### config.mk
export PLATFORM = sky130hd
export DESIGN_NAME = ped_crossing_ctrl
export DESIGN_NICKNAME = d
export VERILOG_FILES = /design/src/rtl/ped_crossing_ctrl.sv
export SDC_FILE = /design/constraint.sdc
export NUM_CORES = 1
export LEC_CHECK = 0
export ABC_AREA = 1
export BUFFER_PORTS_ARGS = -buffer_cell sky130_fd_sc_hd__buf_2
export CORE_MARGIN = 2
export CORE_UTILIZATION = 30
export DETAILED_ROUTE_END_ITERATION = 16
export PLACE_DENSITY = 0.58
export SLEW_MARGIN = 20
export SYNTH_ARGS = -nofsm -noshare
export SYNTH_HDL_FRONTEND = slang
export SYNTH_SLANG_ARGS = --single-unit
### constraint.sdc
create_clock -name clk -period 1.2 [get_ports clk]
set_clock_uncertainty 0.05 [all_clocks]
set_input_delay 0.24 -clock clk [delete_from_list [all_inputs] [get_ports clk]]
set_output_delay 0.24 -clock clk [all_outputs]
set_load 0.02 [all_outputs]
### src/rtl/ped_crossing_ctrl.sv
// Pedestrian crossing controller.
// Latches a button press, waits for the vehicle light to enter red, then runs
// a WALK phase followed by a flashing-clear phase. Any non-red light sampled
// during the crossing aborts it back to IDLE.
// Optional feature: define PED_COUNTDOWN_EN to expose the 4-bit countdown port.
//
// state  | meaning
// IDLE   | no request, dont_walk lit
// ARMED  | press latched, waiting for red entry
// WALK   | walk lit for WALK_TIME cycles
// CLEAR  | dont_walk flashing for CLEAR_TIME cycles
module ped_crossing_ctrl #(
    parameter int WALK_TIME  = 4,
    parameter int CLEAR_TIME = 3
) (
    input  logic       clk,
    input  logic       reset,
    input  logic [1:0] light,
    input  logic       ped_btn,
    output logic       walk,
    output logic       dont_walk,
    output logic       req_pending
`ifdef PED_COUNTDOWN_EN
    ,
    output logic [3:0] countdown
`endif
);

    localparam logic [1:0] ST_IDLE  = 2'd0;
    localparam logic [1:0] ST_ARMED = 2'd1;
    localparam logic [1:0] ST_WALK  = 2'd2;
    localparam logic [1:0] ST_CLEAR = 2'd3;

    localparam logic [3:0] WALK_LAST  = 4'(WALK_TIME - 1);
    localparam logic [3:0] CLEAR_LAST = 4'(CLEAR_TIME - 1);

    logic [1:0] state_q, state_d;
    logic [3:0] timer_q, timer_d;
    logic [1:0] light_prev_q, light_prev_d;
    logic       btn_prev_q, btn_prev_d;
    logic       walk_q, walk_d;
    logic       dont_walk_q, dont_walk_d;
    logic       req_pending_q, req_pending_d;

    logic is_red;
    logic red_entry;
    logic press;

    assign is_red    = (light == 2'b00);
    // Code 11 is treated as non-red, so 11->00 is a valid red entry.
    assign red_entry = is_red && (light_prev_q != 2'b00);
    assign press     = ped_btn && !btn_prev_q;

    // Next-state decision; abort on non-red takes priority over phase expiry.
    always_comb begin
        state_d = state_q;
        case (state_q)
            ST_IDLE: begin
                if (press && red_entry) state_d = ST_WALK;
                else if (press)         state_d = ST_ARMED;
            end
            ST_ARMED: begin
                if (red_entry) state_d = ST_WALK;
            end
            ST_WALK: begin
                if (!is_red)                   state_d = ST_IDLE;
                else if (timer_q == WALK_LAST) state_d = ST_WALK == ST_WALK ? ST_CLEAR : ST_IDLE;
            end
            ST_CLEAR: begin
                if (!is_red)                    state_d = ST_IDLE;
                else if (timer_q == CLEAR_LAST) state_d = ST_IDLE;
            end
            default: state_d = ST_IDLE;
        endcase
    end

    // Phase timer and registered outputs, all derived from the next state.
    always_comb begin
        if ((state_d != state_q) || (state_d == ST_IDLE) || (state_d == ST_ARMED))
            timer_d = 4'd0;
        else
            timer_d = timer_q + 4'd1;

        walk_d        = (state_d == ST_WALK);
        // First CLEAR cycle has timer 0, so dont_walk starts at 1 and alternates.
        dont_walk_d   = (state_d == ST_CLEAR) ? ~timer_d[0] : (state_d != ST_WALK);
        req_pending_d = (state_d == ST_ARMED);
        light_prev_d  = light;
        btn_prev_d    = ped_btn;
    end

    // Core state registers.
    always_ff @(posedge clk or posedge reset) begin
        if (reset) begin
            state_q       <= ST_IDLE;
            timer_q       <= 4'd0;
            light_prev_q  <= 2'b00;
            btn_prev_q    <= 1'b0;
            walk_q        <= 1'b0;
            dont_walk_q   <= 1'b1;
            req_pending_q <= 1'b0;
        end else begin
            state_q       <= state_d;
            timer_q       <= timer_d;
            light_prev_q  <= light_prev_d;
            btn_prev_q    <= btn_prev_d;
            walk_q        <= walk_d;
            dont_walk_q   <= dont_walk_d;
            req_pending_q <= req_pending_d;
        end
    end

    assign walk        = walk_q;
    assign dont_walk   = dont_walk_q;
    assign req_pending = req_pending_q;

`ifdef PED_COUNTDOWN_EN
    localparam logic [3:0] CD_LOAD = 4'(WALK_TIME + CLEAR_TIME - 1);

    logic [3:0] countdown_q, countdown_d;

    // Remaining crossing cycles: load on WALK entry, count down, zero elsewhere.
    always_comb begin
        if ((state_d == ST_WALK) && (state_q != ST_WALK))
            countdown_d = CD_LOAD;
        else if (((state_d == ST_WALK) || (state_d == ST_CLEAR)) && (countdown_q != 4'd0))
            countdown_d = countdown_q - 4'd1;
        else
            countdown_d = 4'd0;
    end

    // Countdown register.
    always_ff @(posedge clk or posedge reset) begin
        if (reset) countdown_q <= 4'd0;
        else       countdown_q <= countdown_d;
    end

    assign countdown = countdown_q;
`endif

endmodule

==> impl_metrics.tcl, run 1 <==
set metrics [dict create \
    insertion_delay_ns 0.26 \
    pre_cts_ws_ns -0.1502 \
    synthArstFlopShare_pct 100.0 \
    post-synth-top-area-fraction_pct 47.41 \
    grt-ovfl-total 0 \
    worst_path_max_delay_cell "sky130_fd_sc_hd__dfrtp_1" \
    worst_path_most_repeated_cell "sky130_fd_sc_hd__buf_4" \
    synth_xor_area_share_pct 1.509 \
    outcome "finished, violations left" \
    num_vias 487 \
    final_design_instance_area_without_fill_um2 830.8 \
    synth-edff-count 0 \
    vdd_drop_max_v 0.001229 \
    synth-compound-area-share_pct 6.897 \
    met2_wire_len_um 546 \
    gp_congestion 0.7638 \
    synth.area.top_cells "sky130_fd_sc_hd__dfrtp_1 47%, sky130_fd_sc_hd__inv_1 11%, sky130_fd_sc_hd__nand2_1 8.4%" \
    timing.critical_path.slowest_cell_delay_ns 0.40 \
    drt-initial-drc-count 0 \
    clockBufferDepth 2 \
    max_clock_freq_ghz 0.7490 \
    cts-buffers-inserted 3 \
    cell_type_contributing_the_most_total_cell_area_after_synthesis "sky130_fd_sc_hd__dfrtp_1" \
    clock_sinks 12 \
    drcViolationCount 0 \
    cts_tree "built" \
    fin_nets 101 \
    critical_path_launch_point_type "register" \
    dp_cells 109 \
    cap_viol_max_count 0 \
    drt_pre_antenna_iters 1 \
    synth_top_family_by_area "simple AND/OR/NAND/NOR gates" \
    route.top_layer_used "met4" \
    final_util_pct 47.09 \
    finalCritPeriodShare_pct 111.3 \
    post_route_ant_nets 0 \
    floorplan.rows 15 \
    critical_path.cell_chain "inv_2 -> buf_4 -> buf_4 -> buf_4 -> buf_4 -> buf_4 -> nand3_2 -> nand2_1 -> inv_1" \
    layout.filler_cells 189 \
    inserted_diodes 0 \
    setup_repair_after_global_routing_missed_its_margin "true" \
    dp_hpwl_um 810 \
    critical_path_arrival_ns 1.50 \
    part_of_the_yosys_area_used_for_sequential_elements_pct 51.94 \
    syn-num-nets 76 \
    antenna_violations_before_repair 0 \
    post_dp_cell_area_um2 714.4 \
    period_minus_slack_ns 1.335 \
    areaGrowthSynthToFinish_pct 43.10 \
    wire_per_inst_um 9.449 \
    drt-vias-per-instance 4.127 \
    synth-warning-count 0 \
    slew-limit-headroom_pct 69.81 \
    number_of_unique_standard_cell_types_used_by_synthesis 15 \
    floorplan.die.height_um 47.99 \
    ys_seq_elements 12 \
    worstHoldPathType "input pin to register" \
    most_frequent_cell_after_synthesis "sky130_fd_sc_hd__inv_1" \
    master_cell_of_the_clock_root_buffer "sky130_fd_sc_hd__clkbuf_4" \
    leakage_nw 0.4300 \
    main_flop_type_after_synthesis "sky130_fd_sc_hd__dfrtp_1" \
    worst_slack_ns -0.1352 \
    worst_pin_slew_ns 0.4524 \
    die_area_um2 2303 \
    ios 8 \
    post_layout_nonfiller_instances 118 \
    pwrdens_nw_per_um2 1945 \
    grtUsageTotal_pct 11.81 \
    netlist_instances 69 \
    timing.critical_path.buf_inv 7 \
    final-hold-violation-count 0 \
    wirelength_met1_um 539 \
    synth-simple-area-share_pct 24.35 \
    final_layout_size_suffix_gt1_share_pct 46.24 \
    number_of_h_tree_branching_levels 1 \
    post_synth_instance_area_um2 580.6 \
    criticalPathCategory "register to register" \
    port-buffer-count 7 \
    grt_max_degree 13 \
    synth_fa_ha_area_share_pct 4.310 \
    synth.area.mux_share_pct 0 \
    synth_top_cells_by_count "17 x sky130_fd_sc_hd__inv_1, 13 x sky130_fd_sc_hd__nand2_1, 11 x sky130_fd_sc_hd__dfrtp_1, 8 x sky130_fd_sc_hd__nor2_1, 5 x sky130_fd_sc_hd__nand3_1" \
    grt_pass1_vias 485 \
    syn_area_per_cell_um2 8.414 \
    path_max_fanout 3 \
    worst_path_dominant_cell_family "buffers and inverters" \
    grt_first_pass_wirelength_um 1849 \
    slew_viol_final 0 \
    floorplan.initialDensity_pct 32.91 \
    drt-total-wl_um 1115 \
    clk_transition_reported_paths_ns 0.08 \
    failed_checks "setup timing" \
    die-width_um 47.99 \
    floorplan.core_area_um2 1764 \
    routed-wl-met3_um 16 \
    crit_required_ns 1.36 \
    setup-violations-final 8 \
    end_kind "register" \
    total_power_w 0.001616 \
]
[flip-flops by register name (all words and copies together), names as in the netlist]
name	count
btn_prev_q	1
dont_walk	1
light_prev_q	2
req_pending	1
state_q	2
timer_q	4
walk	1
[placed cells by master, fill, tap and decap left out, types with 2 or more instances in the layout]
master	Yosys	layout
sky130_fd_sc_hd__nand3_1	5	2
sky130_fd_sc_hd__buf_4	0	12
sky130_fd_sc_hd__inv_2	0	3
sky130_fd_sc_hd__dfrtp_1	11	11
sky130_fd_sc_hd__nand2_1	13	11
sky130_fd_sc_hd__nand2_2	3	5
sky130_fd_sc_hd__nor2_2	2	3
sky130_fd_sc_hd__buf_2	0	6
sky130_fd_sc_hd__nand3_2	0	3
sky130_fd_sc_hd__nor2_1	8	7
sky130_fd_sc_hd__inv_1	17	14
sky130_fd_sc_hd__clkbuf_4	0	3
[power breakdown]
part	switching, W	internal (W)	total [W]
Clock	0.000128	0.000184	0.000312
Sequential	0.0000631	0.000507	0.000570
Combinational	0.000402	0.000332	0.000734
[layer usage]
metal / vias up / track usage [%]
met3: 2 / 1.509
met1: 227 / 15.35
met2: 5 / 18.13
li1: 253 / -
met4: 0 / 8.108
met5: - / 0
[final cells by class]
type                            instances  area, um2  share of cell area [%]
Sequential cell                        12      301.5                   36.30
Multi-Input combinational cell         40      256.5                   30.87
Timing Repair Buffer                   20      141.4                   17.02
Inverter                               17      63.81                   7.681
Clock buffer                            4      36.28                   4.367
Tap cell                               25      31.28                   3.765
[kinds of logic after synthesis]
kind of cell	Yosys count
AO/OA/AOI/OAI	5
XOR/XNOR	1
adder cells (fa/ha/maj)	2
buffers and inverters	17
flip-flops	12
AND/OR/NAND/NOR	32
[metrics by stage]
step	setup TNS (ns)	hold slack, ns
2_1_floorplan	-0.1050	0.05398
3_3_place_gp	-0.7682	0.2102
3_5_place_dp	-0.8387	0.2188
4_1_cts	-0.7700	0.03455
5_1_grt	-1.421	0.03054
6_report	-0.7680	0.04180
[repair_timing]
action / CTS / global route
cloned: 0 / 0
hold endpoints to repair: 11 / 0
buffers inserted: 4 / 0
hold buffers: 1 / 0
endpoints found under the setup margin: 10 / 10
pin swaps: 9 / 1
resized for setup: 11 / 2
[path summary, 6_finish.rpt]
kind	slack, ns	depth (start not counted)	end	start
max	-0.14	9	dont_walk	timer_q[0]
min	0.04	1	btn_prev_q	ped_btn
max reg2reg	-0.14	9	dont_walk	timer_q[0]
min reg2reg	0.57	3	timer_q[2]	timer_q[2]
max in group asynchronous	0.28	3	dont_walk	reset
min in group asynchronous	0.48	3	walk	reset
Power figures use the tool's default switching activity.
==> inputs of run 2 (changes only) <==
--- a/config.mk
+++ b/config.mk
@@ -10,7 +10,7 @@
 export CORE_MARGIN = 2
 export CORE_UTILIZATION = 30
 export DETAILED_ROUTE_END_ITERATION = 16
-export PLACE_DENSITY = 0.58
+export PLACE_DENSITY = 0.56
 export SLEW_MARGIN = 20
 export SYNTH_ARGS = -nofsm -noshare
 export SYNTH_HDL_FRONTEND = slang
==> constraint.sdc (replaced) <==
create_clock -name clk -period 1.6 [get_ports clk]
set_clock_uncertainty 0.05 [all_clocks]
set_input_delay 0.32 -clock clk [delete_from_list [all_inputs] [get_ports clk]]
set_output_delay 0.32 -clock clk [all_outputs]
set_load 0.02 [all_outputs]
==> impl_metrics.tcl, run 2 (synthesis results as in run 1) <==
set metrics [dict create \
    finalCritPeriodShare_pct 85.83 \
    antenna_violations_before_repair 0 \
    final-hold-violation-count 11 \
    power.combinational.fraction_pct 38.1 \
    vdd_drop_max_v 0.0009160 \
    post_layout_nonfiller_instances 105 \
    post_cts_buffers 0 \
    leakage_nw 0.3591 \
    fin_tns_setup_ns 0 \
    failed_checks "hold timing" \
    slew_viol_final 0 \
    drt-vias-per-instance 4.019 \
    dp_cells 101 \
    floorplan.initialDensity_pct 32.91 \
    ios 8 \
    grt-ovfl-total 0 \
    floorplan.core_area_um2 1764 \
    grt_pass1_vias 403 \
    drt-total-wl_um 873 \
    pre_cts_ws_ns 0.2181 \
    critical_path_arrival_ns 1.52 \
    die-width_um 47.99 \
    inserted_diodes 0 \
    cap_viol_max_count 0 \
    grt_first_pass_wirelength_um 1566 \
    master_cell_of_the_clock_root_buffer "sky130_fd_sc_hd__clkbuf_4" \
    num_vias 422 \
    dp_hpwl_um 717.5 \
    sw_frac_of_total_pct 38.94 \
    r2r.worst_path.cells 8 \
    grtUsageTotal_pct 10.76 \
    drt-initial-drc-count 3 \
    seqPwrFrac_pct 42.3 \
    outcome "finished, violations left" \
    power.share.clock_pct 19.5 \
    number_of_h_tree_branching_levels 1 \
    drcViolationCount 0 \
    setup_repair_after_global_routing_missed_its_margin "false" \
    clockBufferDepth 2 \
    clock_sinks 12 \
    max_flop_register "timer_q" \
    cts_repair_resize_count 0 \
    cts_tree "built" \
    fin_nets 88 \
    worstHoldPathType "input pin to async pin" \
    clk_transition_reported_paths_ns 0.07 \
    final_layout_size_suffix_gt1_share_pct 22.50 \
    drt_pre_antenna_iters 3 \
    post_route_ant_nets 0 \
    switchingPower_w 0.0003873 \
    cts.hold.buffers_added 0 \
    setup-violations-final 0 \
    pwrdens_nw_per_um2 1477 \
    floorplan.rows 15 \
    criticalPathCategory "register to register" \
    floorplan.die.height_um 47.99 \
    max_clock_freq_ghz 0.7282 \
    worst_slack_ns 0.2268 \
    slew-limit-headroom_pct 69.61 \
    areaGrowthSynthToFinish_pct 15.95 \
    die_area_um2 2303 \
    wire_per_inst_um 8.314 \
    critical_path_launch_point_type "register" \
    commonest_non_fill_non_tap_cell_in_the_layout "sky130_fd_sc_hd__inv_1" \
    cts-buffers-inserted 3 \
    final_cell_mix "17 x sky130_fd_sc_hd__inv_1, 13 x sky130_fd_sc_hd__nand2_1, 11 x sky130_fd_sc_hd__dfrtp_1" \
    largest_registers "timer_q (4), light_prev_q (2), state_q (2)" \
    largest_register_ff_count 4 \
    internal_w 0.0006072 \
    end_kind "register" \
    holdWs_ns -0.008567 \
    period_minus_slack_ns 1.373 \
    port-buffer-count 7 \
    grt_max_degree 13 \
    total_power_w 0.0009945 \
    path_max_fanout 3 \
    layout.filler_cells 194 \
    crit_required_ns 1.75 \
    worst_pin_slew_ns 0.4554 \
    insertion_delay_ns 0.27 \
    gp_congestion 0.7723 \
]
## run 2: changes by cell type in the layout (fill, tap and decap cells not counted), sizes merged
| cell | previous run | this run |
|---|---|---|
| dlygate4sd3 | 1 | 0 |
| buf | 19 | 7 |
## run 2: critical path, cell delays in order (launching register included)
cell                      delay [ns]
sky130_fd_sc_hd__dfrtp_1        0.40
sky130_fd_sc_hd__inv_1          0.08
sky130_fd_sc_hd__ha_1           0.15
sky130_fd_sc_hd__nand3_1        0.09
sky130_fd_sc_hd__nand2_2        0.09
sky130_fd_sc_hd__nand4_1        0.11
sky130_fd_sc_hd__nand3_1        0.11
sky130_fd_sc_hd__nand2_1        0.09
sky130_fd_sc_hd__a21oi_1        0.13
## run 2: cell type report
cell class | count | area, um2 | area share, %
clock buffer | 4 | 26.28 | 3.903
sequential | 12 | 301.5 | 44.80
timing repair buffer | 7 | 35.03 | 5.204
multi-input combinational | 40 | 215.2 | 31.97
tap | 25 | 31.28 | 4.647
inverter | 17 | 63.81 | 9.480
## run 2: stage by stage
stage | utilization (%) | cell area (um2)
2_1_floorplan | - | 580.6
3_3_place_gp | 36.67 | 646.9
3_5_place_dp | 36.67 | 646.9
4_1_cts | 38.16 | 673.1
5_1_grt | 38.16 | 673.1
6_report | 38.16 | 673.1
## run 2: power groups by stage
stage | clock, W | sequential [W] | combinational [W]
floorplan | 0 | 0.000463 | 0.000268
global placement | 0 | 0.000428 | 0.000380
detailed placement | 0 | 0.000425 | 0.000390
CTS | 0.000204 | 0.000421 | 0.000389
global route | 0.000216 | 0.000433 | 0.000431
finish | 0.000194 | 0.000421 | 0.000379
## run 2: path summary, 6_finish.rpt
kind                             from         end  slack (ns)
max                        timer_q[0]  timer_q[2]        0.23
min                             reset  state_q[0]      -0.009
max reg2reg                timer_q[0]  timer_q[2]        0.23
min reg2reg                timer_q[3]  timer_q[3]        0.51
max in group asynchronous       reset   dont_walk        1.17
min in group clk              ped_btn  btn_prev_q        0.11
## run 2: routing by layer
metal  vias to the layer above  GRT usage, %  wire (um)
met3                         4         3.396         25
met1                       185         13.11        435
met2                         6         14.93        384
li1                        227             -          -
met5                         -             0          0
met4                         0         9.730         27
==> inputs of run 3 (changes only) <==
--- a/config.mk
+++ b/config.mk
@@ -10,7 +10,6 @@
 export CORE_MARGIN = 2
 export CORE_UTILIZATION = 30
 export DETAILED_ROUTE_END_ITERATION = 16
-export PLACE_DENSITY = 0.56
 export SLEW_MARGIN = 20
 export SYNTH_ARGS = -nofsm -noshare
 export SYNTH_HDL_FRONTEND = slang
==> constraint.sdc (replaced) <==
create_clock -name clk -period 1.12 [get_ports clk]
set_clock_uncertainty 0.05 [all_clocks]
set_input_delay 0.224 -clock clk [delete_from_list [all_inputs] [get_ports clk]]
set_output_delay 0.224 -clock clk [all_outputs]
set_load 0.02 [all_outputs]
==> impl_metrics.tcl, run 3 (synthesis results as in run 1) <==
set metrics [dict create \
    grt-ovfl-total 0 \
    multiInputGateArea_um2 259.0 \
    fin_nets 99 \
    grt_first_pass_wirelength_um 1794 \
    critical_path_launch_point_type "register" \
    dp_hpwl_um 783.2 \
    final_util_pct 46.38 \
    outcome "finished, violations left" \
    clk_transition_reported_paths_ns 0.08 \
    clockBufferDepth 2 \
    gp_congestion 0.8131 \
    post_route_ant_nets 0 \
    floorplan.rows 15 \
    drt-vias-per-instance 4.207 \
    cap_viol_max_count 0 \
    largest_registers "timer_q (4), light_prev_q (2), state_q (2)" \
    reg2reg_setup_slack_ns -0.28 \
    dp_cells 108 \
    failed_checks "setup timing" \
    pwrdens_nw_per_um2 2140 \
    floorplan.die.height_um 47.99 \
    slew_viol_final 0 \
    cts-buffers-inserted 3 \
    wire_per_inst_um 9.552 \
    drt_pre_antenna_iters 2 \
    port-buffer-count 7 \
    areaGrowthSynthToFinish_pct 40.95 \
    cts_tree "built" \
    insertion_delay_ns 0.27 \
    end_kind "register" \
    path_max_fanout 3 \
    drcViolationCount 0 \
    worst_slack_ns -0.2789 \
    floorplan.initialDensity_pct 32.91 \
    max_clock_freq_ghz 0.7148 \
    finalCritPeriodShare_pct 124.9 \
    grtUsageTotal_pct 11.84 \
    final_cell_mix "14 x sky130_fd_sc_hd__inv_1, 11 x sky130_fd_sc_hd__dfrtp_1, 10 x sky130_fd_sc_hd__nand2_1, 10 x sky130_fd_sc_hd__buf_4, 7 x sky130_fd_sc_hd__nor2_1" \
    vdd_drop_max_v 0.001184 \
    worstHoldPathType "input pin to register" \
    final_layout_size_suffix_gt1_share_pct 46.15 \
    drt-initial-drc-count 2 \
    number_of_h_tree_branching_levels 1 \
    period_minus_slack_ns 1.399 \
    master_cell_of_the_clock_root_buffer "sky130_fd_sc_hd__clkbuf_4" \
    setup-violations-final 10 \
    fin_tns_setup_ns -1.931 \
    commonest_non_fill_non_tap_cell_in_the_layout "sky130_fd_sc_hd__inv_1" \
    worst_pin_slew_ns 0.4454 \
    post_dp_cell_area_um2 706.9 \
    clock_sinks 12 \
    slew-limit-headroom_pct 70.27 \
    max_flop_register "timer_q" \
    post_layout_nonfiller_instances 116 \
    grt_pass1_vias 452 \
    drt-total-wl_um 1108 \
    floorplan.core_area_um2 1764 \
    die_area_um2 2303 \
    layout.area.seq_um2 301.5 \
    final_design_instance_area_without_fill_um2 818.3 \
    ios 8 \
    inserted_diodes 0 \
    antenna_violations_before_repair 0 \
    grt_max_degree 13 \
    crit_required_ns 1.27 \
    die-width_um 47.99 \
    critical_path_arrival_ns 1.55 \
    setup_repair_after_global_routing_missed_its_margin "true" \
    layout.filler_cells 178 \
    largest_register_ff_count 4 \
    leakage_nw 0.4216 \
    num_vias 488 \
    pre_cts_ws_ns -0.2315 \
    final-hold-violation-count 0 \
    criticalPathCategory "register to register" \
]
==> run 3: cell count changes in the layout (fill, tap and decap cells not counted), sizes merged <==
cell / delta
buf: +10
dlygate4sd3: +1
==> run 3: final timing paths <==
| path | from | end | depth (start not counted) |
|---|---|---|---|
| min in group asynchronous | reset | walk | 3 |
| max in group asynchronous | reset | dont_walk | 3 |
| min reg2reg | timer_q[2] | timer_q[2] | 3 |
| max | timer_q[1] | timer_q[2] | 8 |
| max reg2reg | timer_q[1] | timer_q[2] | 8 |
| min | ped_btn | btn_prev_q | 1 |
==> run 3: what timing repair did <==
item,CTS,global route
hold buffers,1,0
pin swaps,6,6
buffers inserted,2,1
resized for setup,7,7
endpoints found under the setup margin,10,10
hold endpoints to repair,11,0
cloned,0,0
==> run 3: critical path: stages, from the launching register on <==
cell and delay, ns:
sky130_fd_sc_hd__dfrtp_1 0.43, sky130_fd_sc_hd__ha_2 0.22, sky130_fd_sc_hd__inv_2 0.06, sky130_fd_sc_hd__nor2_2 0.03
sky130_fd_sc_hd__nand2_1 0.05, sky130_fd_sc_hd__nand4_1 0.16, sky130_fd_sc_hd__nand3_2 0.14, sky130_fd_sc_hd__nand2_2 0.08
sky130_fd_sc_hd__a21oi_2 0.11
==> run 3: layout make-up <==
| cell class | instances | share of cell area [%] |
|---|---|---|
| sequential | 12 | 36.85 |
| inverter | 17 | 7.798 |
| clock buffer | 4 | 4.434 |
| timing repair buffer | 18 | 15.44 |
| tap | 25 | 3.823 |
| multi-input combinational | 40 | 31.65 |
==> run 3: per-layer routing <==
layer / GRT usage, % / wire length [um] / vias to the layer above
li1: - / - / 251
met1: 13.11 / 443 / 227
met2: 19.47 / 614 / 8
met3: 3.396 / 38 / 2
met4: 8.108 / 12 / 0
met5: 0 / 0 / -
==> run 3: power breakdown <==
part | switching (W) | leakage, nW | internal (W) | total (W)
Combinational | 0.000454 | 0.249 | 0.000343 | 0.000798
Clock | 0.000147 | 0.0210 | 0.000198 | 0.000345
Sequential | 0.0000661 | 0.152 | 0.000543 | 0.000609
Total | 0.000667 | 0.422 | 0.00108 | 0.00175
==> run 3: metrics by stage <==
| step | total power (W) | hold slack, ns |
|---|---|---|
| detailed placement | 0.001281 | 0.2029 |
| floorplan | 0.001045 | 0.03798 |
| CTS | 0.001687 | 0.01419 |
| global route | 0.001892 | 0.007059 |
| finish | 0.001751 | 0.01680 |
| global placement | 0.001257 | 0.2026 |
